File: src/rtl/tmr_alarm_sched.sv
// tmr_alarm_sched: multi-slot alarm scheduler sharing one timebase and one
// comparator across NUM_SLOT alarms. Expired alarms are delivered one at a
// time over a valid/ready event port with round-robin fairness.
// Optional feature macro: TMR_SCHED_PERIODIC_EN (periodic reload + overrun).
module tmr_alarm_sched #(
  parameter  int NUM_SLOT  = 4,
  parameter  int CNT_WIDTH = 32,
  localparam int ID_W      = $clog2(NUM_SLOT)
) (
  input  logic                 clk_i,
  input  logic                 rst_n_i,
  input  logic                 tick_i,
  input  logic                 arm_valid_i,
  output logic                 arm_ready_o,
  input  logic [ID_W-1:0]      arm_id_i,
  input  logic [CNT_WIDTH-1:0] arm_dly_i,
  input  logic                 arm_per_i,
  input  logic                 cancel_i,
  input  logic [ID_W-1:0]      cancel_id_i,
  output logic                 evt_valid_o,
  input  logic                 evt_ready_i,
  output logic [ID_W-1:0]      evt_id_o,
  output logic [NUM_SLOT-1:0]  busy_o,
  output logic [NUM_SLOT-1:0]  ovr_o,
  output logic [CNT_WIDTH-1:0] now_o,
  output logic                 irq_o
);

  // Modular elapsed-time test: correct across timebase wrap as long as the
  // delay leaves headroom for the scan latency.
  function automatic logic slot_due(input logic [CNT_WIDTH-1:0] now,
                                    input logic [CNT_WIDTH-1:0] start,
                                    input logic [CNT_WIDTH-1:0] dly);
    logic [CNT_WIDTH-1:0] elapsed;
    elapsed = now - start;
    return (elapsed >= dly);
  endfunction

  logic [CNT_WIDTH-1:0] now_q;
  logic [CNT_WIDTH-1:0] dly_q   [NUM_SLOT];
  logic [CNT_WIDTH-1:0] start_q [NUM_SLOT];
  logic [NUM_SLOT-1:0]  busy_q, pend_q, ovr_q;
  logic [NUM_SLOT-1:0]  busy_d, pend_d, ovr_d;
  logic [NUM_SLOT-1:0]  pend_avail;
  logic [ID_W-1:0]      scan_ptr_q, rr_ptr_q, evt_id_q;
  logic [ID_W-1:0]      win_id, rr_idx;
  logic                 evt_valid_q, win_found;
  logic                 arm_hs, evt_hs, scan_cancel, scan_exp, scan_reload;

`ifdef TMR_SCHED_PERIODIC_EN
  logic [NUM_SLOT-1:0]  per_q;
  assign scan_reload = scan_exp & per_q[scan_ptr_q];
  assign ovr_o       = ovr_q;

  // Per-slot periodic flag, captured on the arm handshake
  always_ff @(posedge clk_i or negedge rst_n_i) begin
    if (!rst_n_i) begin
      per_q <= '0;
    end else if (arm_hs) begin
      per_q[arm_id_i] <= arm_per_i;
    end
  end
`else
  logic unused_arm_per;
  assign unused_arm_per = arm_per_i;
  assign scan_reload    = 1'b0;
  assign ovr_o          = '0;
`endif

  // arm_ready looks at registered busy, so arm and cancel of one busy slot
  // can never land in the same cycle.
  assign arm_ready_o = ~busy_q[arm_id_i];
  assign arm_hs      = arm_valid_i & arm_ready_o;
  assign evt_hs      = evt_valid_q & evt_ready_i;
  assign scan_cancel = cancel_i && (cancel_id_i == scan_ptr_q);
  assign scan_exp    = busy_q[scan_ptr_q] && !scan_cancel &&
                       slot_due(now_q, start_q[scan_ptr_q], dly_q[scan_ptr_q]);

  assign evt_valid_o = evt_valid_q;
  assign irq_o       = evt_valid_q;
  assign evt_id_o    = evt_id_q;
  assign busy_o      = busy_q;
  assign now_o       = now_q;

  // Next busy/pend/ovr: handshake clears, expiry sets, cancel overrides, arm sets busy
  always_comb begin
    busy_d = busy_q;
    pend_d = pend_q;
    ovr_d  = ovr_q;
    if (evt_hs) begin
      pend_d[evt_id_q] = 1'b0;
      ovr_d[evt_id_q]  = 1'b0;
    end
    if (scan_exp) begin
      if (scan_reload) begin
        // A pend being consumed this cycle is not an overrun
        if (pend_q[scan_ptr_q] && !(evt_hs && (evt_id_q == scan_ptr_q)))
          ovr_d[scan_ptr_q] = 1'b1;
        else
          pend_d[scan_ptr_q] = 1'b1;
      end else begin
        busy_d[scan_ptr_q] = 1'b0;
        pend_d[scan_ptr_q] = 1'b1;
      end
    end
    if (cancel_i) begin
      busy_d[cancel_id_i] = 1'b0;
      pend_d[cancel_id_i] = 1'b0;
      ovr_d[cancel_id_i]  = 1'b0;
    end
    if (arm_hs) begin
      busy_d[arm_id_i] = 1'b1;
    end
  end

  // Round-robin pick: first pending slot at or after rr_ptr, skipping one being cancelled
  always_comb begin
    pend_avail = pend_q;
    if (cancel_i) pend_avail[cancel_id_i] = 1'b0;
    win_found = 1'b0;
    win_id    = '0;
    rr_idx    = '0;
    for (int i = 0; i < NUM_SLOT; i++) begin
      rr_idx = rr_ptr_q + ID_W'(i);
      if (!win_found && pend_avail[rr_idx]) begin
        win_found = 1'b1;
        win_id    = rr_idx;
      end
    end
  end

  // Timebase, scan pointer and per-slot flag registers
  always_ff @(posedge clk_i or negedge rst_n_i) begin
    if (!rst_n_i) begin
      now_q      <= '0;
      scan_ptr_q <= '0;
      busy_q     <= '0;
      pend_q     <= '0;
      ovr_q      <= '0;
    end else begin
      if (tick_i) now_q <= now_q + CNT_WIDTH'(1);
      scan_ptr_q <= scan_ptr_q + ID_W'(1);
      busy_q     <= busy_d;
      pend_q     <= pend_d;
      ovr_q      <= ovr_d;
    end
  end

  // Slot delay/start storage: loaded on arm, start advanced on periodic reload
  always_ff @(posedge clk_i or negedge rst_n_i) begin
    if (!rst_n_i) begin
      for (int i = 0; i < NUM_SLOT; i++) begin
        dly_q[i]   <= '0;
        start_q[i] <= '0;
      end
    end else begin
      if (arm_hs) begin
        dly_q[arm_id_i]   <= arm_dly_i;
        start_q[arm_id_i] <= tick_i ? now_q + CNT_WIDTH'(1) : now_q;
      end
      if (scan_reload) begin
        start_q[scan_ptr_q] <= start_q[scan_ptr_q] + dly_q[scan_ptr_q];
      end
    end
  end

  // Event port: hold the presented winner until consumed, then gap one cycle
  always_ff @(posedge clk_i or negedge rst_n_i) begin
    if (!rst_n_i) begin
      evt_valid_q <= 1'b0;
      evt_id_q    <= '0;
      rr_ptr_q    <= '0;
    end else if (evt_hs) begin
      evt_valid_q <= 1'b0;
      rr_ptr_q    <= evt_id_q + ID_W'(1);
    end else if (!evt_valid_q && win_found) begin
      evt_valid_q <= 1'b1;
      evt_id_q    <= win_id;
    end
  end

endmodule

File: config.mk
export PLATFORM = sky130hd
export DESIGN_NAME = tmr_alarm_sched
export DESIGN_NICKNAME = d
export VERILOG_FILES = /design/src/rtl/tmr_alarm_sched.sv
export SDC_FILE = /design/constraint.sdc
export NUM_CORES = 1
export LEC_CHECK = 0
export CAP_MARGIN = 15
export CORE_UTILIZATION = 58
export CTS_CLUSTER_DIAMETER = 150
export DETAILED_ROUTE_END_ITERATION = 8
export DONT_BUFFER_PORTS = 1
export HOLD_SLACK_MARGIN = 0.05
export PLACE_DENSITY = 0.76
export SLEW_MARGIN = 0
export SYNTH_ARGS = -nofsm -noshare
export SYNTH_HDL_FRONTEND = slang
export SYNTH_SLANG_ARGS = --single-unit
File: constraint.sdc
create_clock -name clk_i -period 5.2 [get_ports clk_i]
set_input_delay 0.78 -clock clk_i [delete_from_list [all_inputs] [get_ports clk_i]]
set_output_delay 0.78 -clock clk_i [all_outputs]
set_load 0.005 [all_outputs]
==> results, run 1 <==
- In this run, the number of DRC markers left after iteration 0 of detailed routing was 752.
- The setup path with the least slack is of type flop to flop.
- After clock tree synthesis, the clock-pin slew on the worst setup and hold paths is 0.06 ns.
- Setup slack closes at approximately 0.21 ns.
- The die is 167 um tall.
- The first global-routing pass estimated between 50000 and 60000 um of wire.
- The time the final worst path needs with I/O delays and setup is 4.99 ns.
- The floorplan step defined a die boundary enclosing approximately 0.028 mm2.
- The synthesized area is around 0.016 mm2.
- The share of final-layout standard cells stronger than drive strength 1 is 0.215.
- The register-to-register setup slack is about 0.21 ns.
- Leaving out fill and tap cells, the most frequent cell in the layout is dfrtp_1.
- The global-route total usage across every layer is 0.251.
- The kind of launch point of the worst setup path is a flop.
- The kind of cell adding the most delay to the critical path is compound AO/OA/AOI/OAI gates.
- The path type of the worst min-delay path is input pin to async pin.
- The count of warnings emitted by yosys is 0.
- The root buffer cell is clkbuf_16.
- The async set-reset flop share out of synthesis is 1.00.
- The mean area per synthesized cell is about 11 um2.
- In this run the remaining antenna-violating nets after routing total 0.
- The number of clock sinks seen by CTS is roughly 300.
- The average wire length per cell after detail routing is 19.4 um.
- The checks that failed: design-rule violations, negative hold slack.
- Hold timing on the final database bottoms out at a slack of -0.0907 ns.
- Entering global routing, the biggest net connects 304 pins.
- Among all stages on the critical path, the largest delay is contributed by mux4_2.
- For the pin with the worst max-slew slack, the measured transition is around 1.1 ns.
- The first-pass iteration count of the detailed router is 7.
- The endpoint arrival time on the critical path is about 5.4 ns.
- The horizontal extent of the die is ~170 um.
- The most instantiated flip-flop cell in the synthesis netlist is dfrtp_1.
- The post-synthesis cell type count is a little under 70.
- Row generation in the floorplan step produced 59 rows.
- Along the worst path, the maximum fanout reaches 12.
- The total count of max-transition violations in the final report is 0.
- The final worst-path cycle share is 0.959.
- Wires add up to approximately 34000 um.
- Clock tree synthesis inserted a total of 31 buffers.
- In the final design database the tool counted around 1500 nets.
- The hold violation total from the final report is roughly 150.
- In the layout the commonest cells are dfrtp_1, a21oi_1, nor2_1, mux2_2, inv_1.
- The signal on the critical path passes through buf_12, mux4_2, inv_1, ha_1, and3_1, a211oi_2, a2111oi_2, buf_4, or3_4, a211oi_2, o41a_1, xnor2_1, ha_1, a21o_1, a21o_1, a211o_1, o211ai_1, a21oi_1, a211o_4, a41o_1.
- The maximum clock path buffer count is 3.
- After detailed placement, the total cell area comes to 0.0161 mm2.
- The initial utilization of the core area, before any placement, comes to 0.598.
- The via count of the first global-routing pass came to 11000.
- Setup violations remaining at the end of the flow were counted as 0.
- In this run the static leakage power is ~7.9 nW.
- The total grt overflow is 0.
- The core outline area is between 0.02 and 0.03 mm2.
- The run finished, with violations left.
- VDD sags by at most 0.367 mV.
- STA puts the critical path data required time at 5.65 ns.
- The critical path endpoint category is a flop.
- The worst pin sits at a relative slew slack of 0.262.
- The HPWL after detailed placement is between 20000 and 25000 um.
- The number of top-level pins is 88.
- In this run the tool buffered the top-level ports with 0 buffer cells.
- The diode insertion count for antenna repair is 0.
- The area added between synthesis and finish is 9.94%.
- CTS built an H-tree with a depth of 1.
- Dividing total power by cell area gives a power density of 557 mW/mm2.
- The share of the yosys chip area belonging to registers is 0.483.
- The synthesized design contains 0 enable-type register cells.
- Routability-driven placement finished with a final weighted congestion of a little under 0.9.
- The synthesized design contains between 300 and 400 register bits.
- The total via count in the routed design is between 10000 and 15000.
- Using the TritonRoute via totals, the vias-per-cell ratio works out to between 6 and 7.
- The maximum clock skew at final layout is approximately 0.017 ns.
- TritonCTS built the clock tree.
- The remaining routing DRC violations is 4.
- The critical path contains buffers and inverters numbering 3 combined.
- The pre-CTS worst setup slack is -0.0394 ns.
- On the worst path, the slowest cell contributes a delay of around 0.52 ns.
- After routing the design area is roughly 0.017 mm2.
- The initial antenna violation count came to 0.
- Timing would allow up to between 200 and 250 MHz.
- Max-cap violations in this run came to 0.
- After technology mapping, the gate count stands at roughly 1400.
- The clock reaches the later pin of the worst-skew pair after 0.57 ns.
==> cell usage after synthesis, drive strengths merged (9+ instances only) <==
master / number / area share
o21ai: 52 / 0.017
dfrtp: 303 / 0.48
clkbuf: 54 / 0.013
nand4: 18 / 0.0081
mux2: 129 / 0.092
nor3: 10 / 0.0032
mux4: 65 / 0.093
xor2: 32 / 0.018
a21o: 24 / 0.011
nor2: 129 / 0.031
nand3: 15 / 0.0048
xnor2: 29 / 0.016
a31oi: 11 / 0.0044
ha: 73 / 0.058
buf: 15 / 0.0058
inv: 112 / 0.027
nor2b: 9 / 0.0036
a21oi: 130 / 0.041
nand2: 71 / 0.017
==> cells by family after synthesis <==
| logic type | synth area share |
|---|---|
| compound gates | 0.104 |
| buf+inv | 0.0455 |
| mux | 0.187 |
| fa+ha+maj | 0.0594 |
| flops | 0.483 |
| simple gates | 0.0867 |
| other cells | 0.000239 |
| xor+xnor | 0.0345 |
==> routing by layer <==
layer  vias to the layer above  GRT usage  wire length (um)
li1                       4862          -                 -
met1                      5222      0.343             14700
met2                       253      0.415             16000
met3                        56     0.0532              2200
met4                         0     0.0588               656
met5                         -          0                 0
==> cell type report <==
class | instances | area (um2)
multi-input combinational | 899 | 7510
tap | 335 | 419
timing repair buffer | 25 | 225
clock buffer | 46 | 952
inverter | 112 | 420
fill | 1918 | 9010
clock inverter | 11 | 159
sequential | 303 | 7590
==> repair_timing <==
action | in CTS | in global routing
setup endpoints to repair | 8 | 8
endpoints found under the hold margin | 303 | 303
gates resized for setup | 3 | 11
pin swaps | 0 | 1
cloned | 0 | 0
buffers inserted | 0 | 1
==> state kept, by name, indices dropped and copies added, names as in the netlist <==
| name | count |
|---|---|
| now_o | 32 |
| evt_id_o | 2 |
| busy_o | 4 |
| evt_valid_o | 1 |
| rr_ptr_q | 2 |
| pend_q | 4 |
| dly_q | 128 |
| start_q | 128 |
| scan_ptr_q | 2 |
==> worst paths after layout <==
kind	from	to	cells after the start
max	scan_ptr_q[0]$_DFF_PN0_	pend_q[2]$_DFF_PN0_	20
min reg2reg	start_q[17]$_DFFE_PN0P_	start_q[17]$_DFFE_PN0P_	2
min	rst_n_i	start_q[106]$_DFFE_PN0P_	0
min in group clk_i	arm_dly_i[21]	dly_q[117]$_DFFE_PN0P_	1
max in group asynchronous	rst_n_i	now_o[27]$_DFF_PN0_	0
max reg2reg	scan_ptr_q[0]$_DFF_PN0_	pend_q[2]$_DFF_PN0_	20
==> power breakdown <==
part	internal (mW)	total (mW)	switching [mW]	leakage, nW
Combinational	1.77	3.41	1.63	3.71
Clock	1.45	2.38	0.922	0.556
Sequential	3.28	3.84	0.551	3.67
Total	6.51	9.62	3.11	7.93
==> per-stage QoR <==
stage / util / TNS (ns) / std cells / hold WS, ns / total power [mW]
2_1_floorplan: - / 0 / 1383 / 0.445 / 6.38
3_3_place_gp: 0.612 / 0 / 1673 / 0.457 / 6.98
3_5_place_dp: 0.612 / -0.0856 / 1673 / 0.468 / 7.18
4_1_cts: 0.655 / 0 / 1730 / -0.0954 / 9.62
5_1_grt: 0.657 / -0.00833 / 1731 / -0.106 / 10.3
6_report: 0.657 / 0 / 1731 / -0.0907 / 9.62
(Power assumes the default switching activity.)
==> inputs of run 2 (changes only) <==
--- a/config.mk
+++ b/config.mk
@@ -6,12 +6,12 @@
 export NUM_CORES = 1
 export LEC_CHECK = 0
 export CAP_MARGIN = 15
-export CORE_UTILIZATION = 58
+export CORE_UTILIZATION = 55
 export CTS_CLUSTER_DIAMETER = 150
 export DETAILED_ROUTE_END_ITERATION = 8
 export DONT_BUFFER_PORTS = 1
 export HOLD_SLACK_MARGIN = 0.05
-export PLACE_DENSITY = 0.76
+export PLACE_DENSITY = 0.73
 export SLEW_MARGIN = 0
 export SYNTH_ARGS = -nofsm -noshare
 export SYNTH_HDL_FRONTEND = slang
==> results, run 2 (synthesis results as in run 1) <==
- In the final layout, the share of cells above drive strength 1 is 0.213.
- The time the final worst path needs with I/O delays and setup is around 5.0 ns.
- For this run, the top clock speed supported by timing is just over 200 MHz.
- The final net count is roughly 1500.
- The sum of routed wire length over all layers is ~34000 um.
- After detailed placement, the total cell area comes to between 0.015 and 0.02 mm2.
- Dividing total power by cell area gives a power density of 547 mW/mm2.
- The endpoint required time on the critical path is 5.66 ns.
- Buffers inserted during clock tree synthesis total 31.
- The total count of max-transition violations in the final report is 0.
- Relative to the synthesized area, the layout overhead comes to 9.85%.
- Summed over all layers, the global routing overflow is 0.
- The first global-routing pass estimated 56200 um of wire.
- The repair_antennas step left the layout with diodes totalling 0.
- The congestion estimate from routability-driven global placement came to approximately 0.86.
- Detailed routing inserted a total of 10400 vias.
- The post-route worst hold slack is -0.107 ns.
- Measured against its own limit, the worst slew margin works out to 0.274.
- The CTS tree is done.
- The floorplan has 61 rows.
- The horizontal extent of the die is 171 um.
- CTS built an H-tree with a depth of 1.
- The final reports fail on negative hold slack.
- The largest net degree at the start of global routing is between 300 and 400.
- The root buffer cell is clkbuf_16.
- Setup repair after global routing left no endpoint under its margin.
- The run finished, with violations left.
- The area of the die is between 0.02 and 0.03 mm2.
- The initial antenna violation count was 0.
- STA classifies the critical path endpoint as a flop.
- For this run, the share of the core covered by cells in the final layout is 0.618.
- The worst hold path belongs to the class input pin to async pin.
- The clock reaches the later pin of the worst-skew pair after between 0.5 and 0.6 ns.
- The maximum clock skew at final layout is between 0.015 and 0.02 ns.
- The worst setup path is of the flop to flop kind.
- The count of antenna-violating nets left after detailed routing is 0.
- For this design, the sink count on the clock tree is a little over 300.
- STA classifies the critical path startpoint as a flop.
- The top cell types in the final layout, fill and taps aside, are dfrtp_1, a21oi_1, nor2_1, mux2_2, inv_1.
- The count of buffers added on input and output ports is 0.
- The number of placed instances, taps included, is between 1500 and 2000.
- The summed area of non-filler cells in the final layout is 0.0173 mm2.
- Counting along the longest clock path gives a buffer depth of 3.
- The core outline area is 0.0279 mm2.
- The initial cell density of the core is 0.562.
- Along the worst path, the maximum fanout reaches 11.
- At the pin with the least slew margin, the transition time is approximately 1.1 ns.
- The setup TNS is 0 ns.
- Dividing the detail-routed via count by the number of cells gives 5.85.
- The number of design-rule violations left by the first detailed-router iteration is around 740.
- Before CTS, the worst setup slack after placement is around 0.070 ns.
- Overall power consumption after layout is estimated at about 9.4 mW.
- Before antenna repair, the detailed router went through 5 iterations.
- The number of top-level pins is just under 90.
- The height of the chip is approximately 170 um.
- The most common cell after layout, fill and taps aside is dfrtp_1.
- In the finished design, the share of the clock period the worst path needs comes to 0.956.
- The via count of the first global-routing pass was about 11000.
- After layout, the worst setup slack is between 0.2 and 0.25 ns.
- The number of max-capacitance violations reported is 0.
- The hold violation total from the final report came to 86.
- Once detailed placement completed, the half-perimeter wirelength came to about 23000 um.
- Clock-pin slew was measured on the worst setup and hold paths at ~0.060 ns.
- The average wire length per cell after detail routing is 18.8 um.
- IR analysis of the VDD net gives a maximum drop of 0.279 mV.
- The endpoint arrival time on the critical path is approximately 5.4 ns.
- For this run, the total global-route usage over all layers was measured as 0.242.
- The number of setup violations in the final report is 0.
- The cell leakage power is between 7 and 8 nW.
- The remaining routing DRC violations is 0.
- The number of non-filler instances in the completed layout is about 1800.
run 2: changes by cell type in the layout (fill, tap and decap cells not counted), moves of 2 or more:
cell | before | now
clkbuf_1 | 3 | 7
clkinvlp_4 | 0 | 2
clkinv_4 | 0 | 2
clkinv_2 | 6 | 2
buf_4 | 22 | 30
bufinv_16 | 4 | 0
run 2: final timing paths:
check	start	end	slack, ns	cells after the start
setup / recovery	scan_ptr_q[0]$_DFF_PN0_	pend_q[2]$_DFF_PN0_	0.23	18
hold / removal	rst_n_i	start_q[102]$_DFFE_PN0P_	-0.11	0
setup reg to reg	scan_ptr_q[0]$_DFF_PN0_	pend_q[2]$_DFF_PN0_	0.23	18
hold reg to reg	start_q[18]$_DFFE_PN0P_	start_q[18]$_DFFE_PN0P_	0.48	2
max in group asynchronous	rst_n_i	scan_ptr_q[0]$_DFF_PN0_	4.37	0
min in group clk_i	arm_dly_i[11]	dly_q[75]$_DFFE_PN0P_	0.35	1
run 2: area by class of cell:
class                   count  area [um2]
clock buffers              51         981
clock inverters             7        62.6
fillers                  2238       10700
inverters                 112         420
multi-input cells         899        7470
flip-flops and latches    303        7590
well taps                 378         473
repair buffers             32         265
run 2: where the power goes:
group / switching (mW) / internal, mW
Sequential: 0.557 / 3.28
Clock: 0.938 / 1.29
Combinational: 1.59 / 1.78
Total: 3.08 / 6.35
run 2: what timing repair did:
item	4_1_cts	5_1_grt
buffers inserted	0	2
hold endpoints to repair	303	303
gates resized for setup	0	6
endpoints found under the setup margin	0	8
run 2: routing by layer:
layer  GRT usage  up-vias  share of wire
met5           0        -              0
met4      0.0543        0          0.016
met3      0.0504       45          0.058
met2       0.395      211           0.48
met1       0.334     5294           0.45
li1            -     4879              -
run 2: critical path, stage by stage, from the launching register on:
cell	delay, ns
dfrtp_4	0.57
buf_4	0.22
mux4_2	0.51
inv_1	0.08
ha_1	0.27
and3_1	0.18
a221oi_2	0.29
o21ai_0	0.21
a31o_2	0.32
o2111ai_2	0.26
a31oi_1	0.16
xor2_1	0.17
ha_1	0.31
a21o_1	0.16
a211o_1	0.28
o211ai_1	0.08
a21oi_1	0.11
a211o_2	0.42
a41o_1	0.25
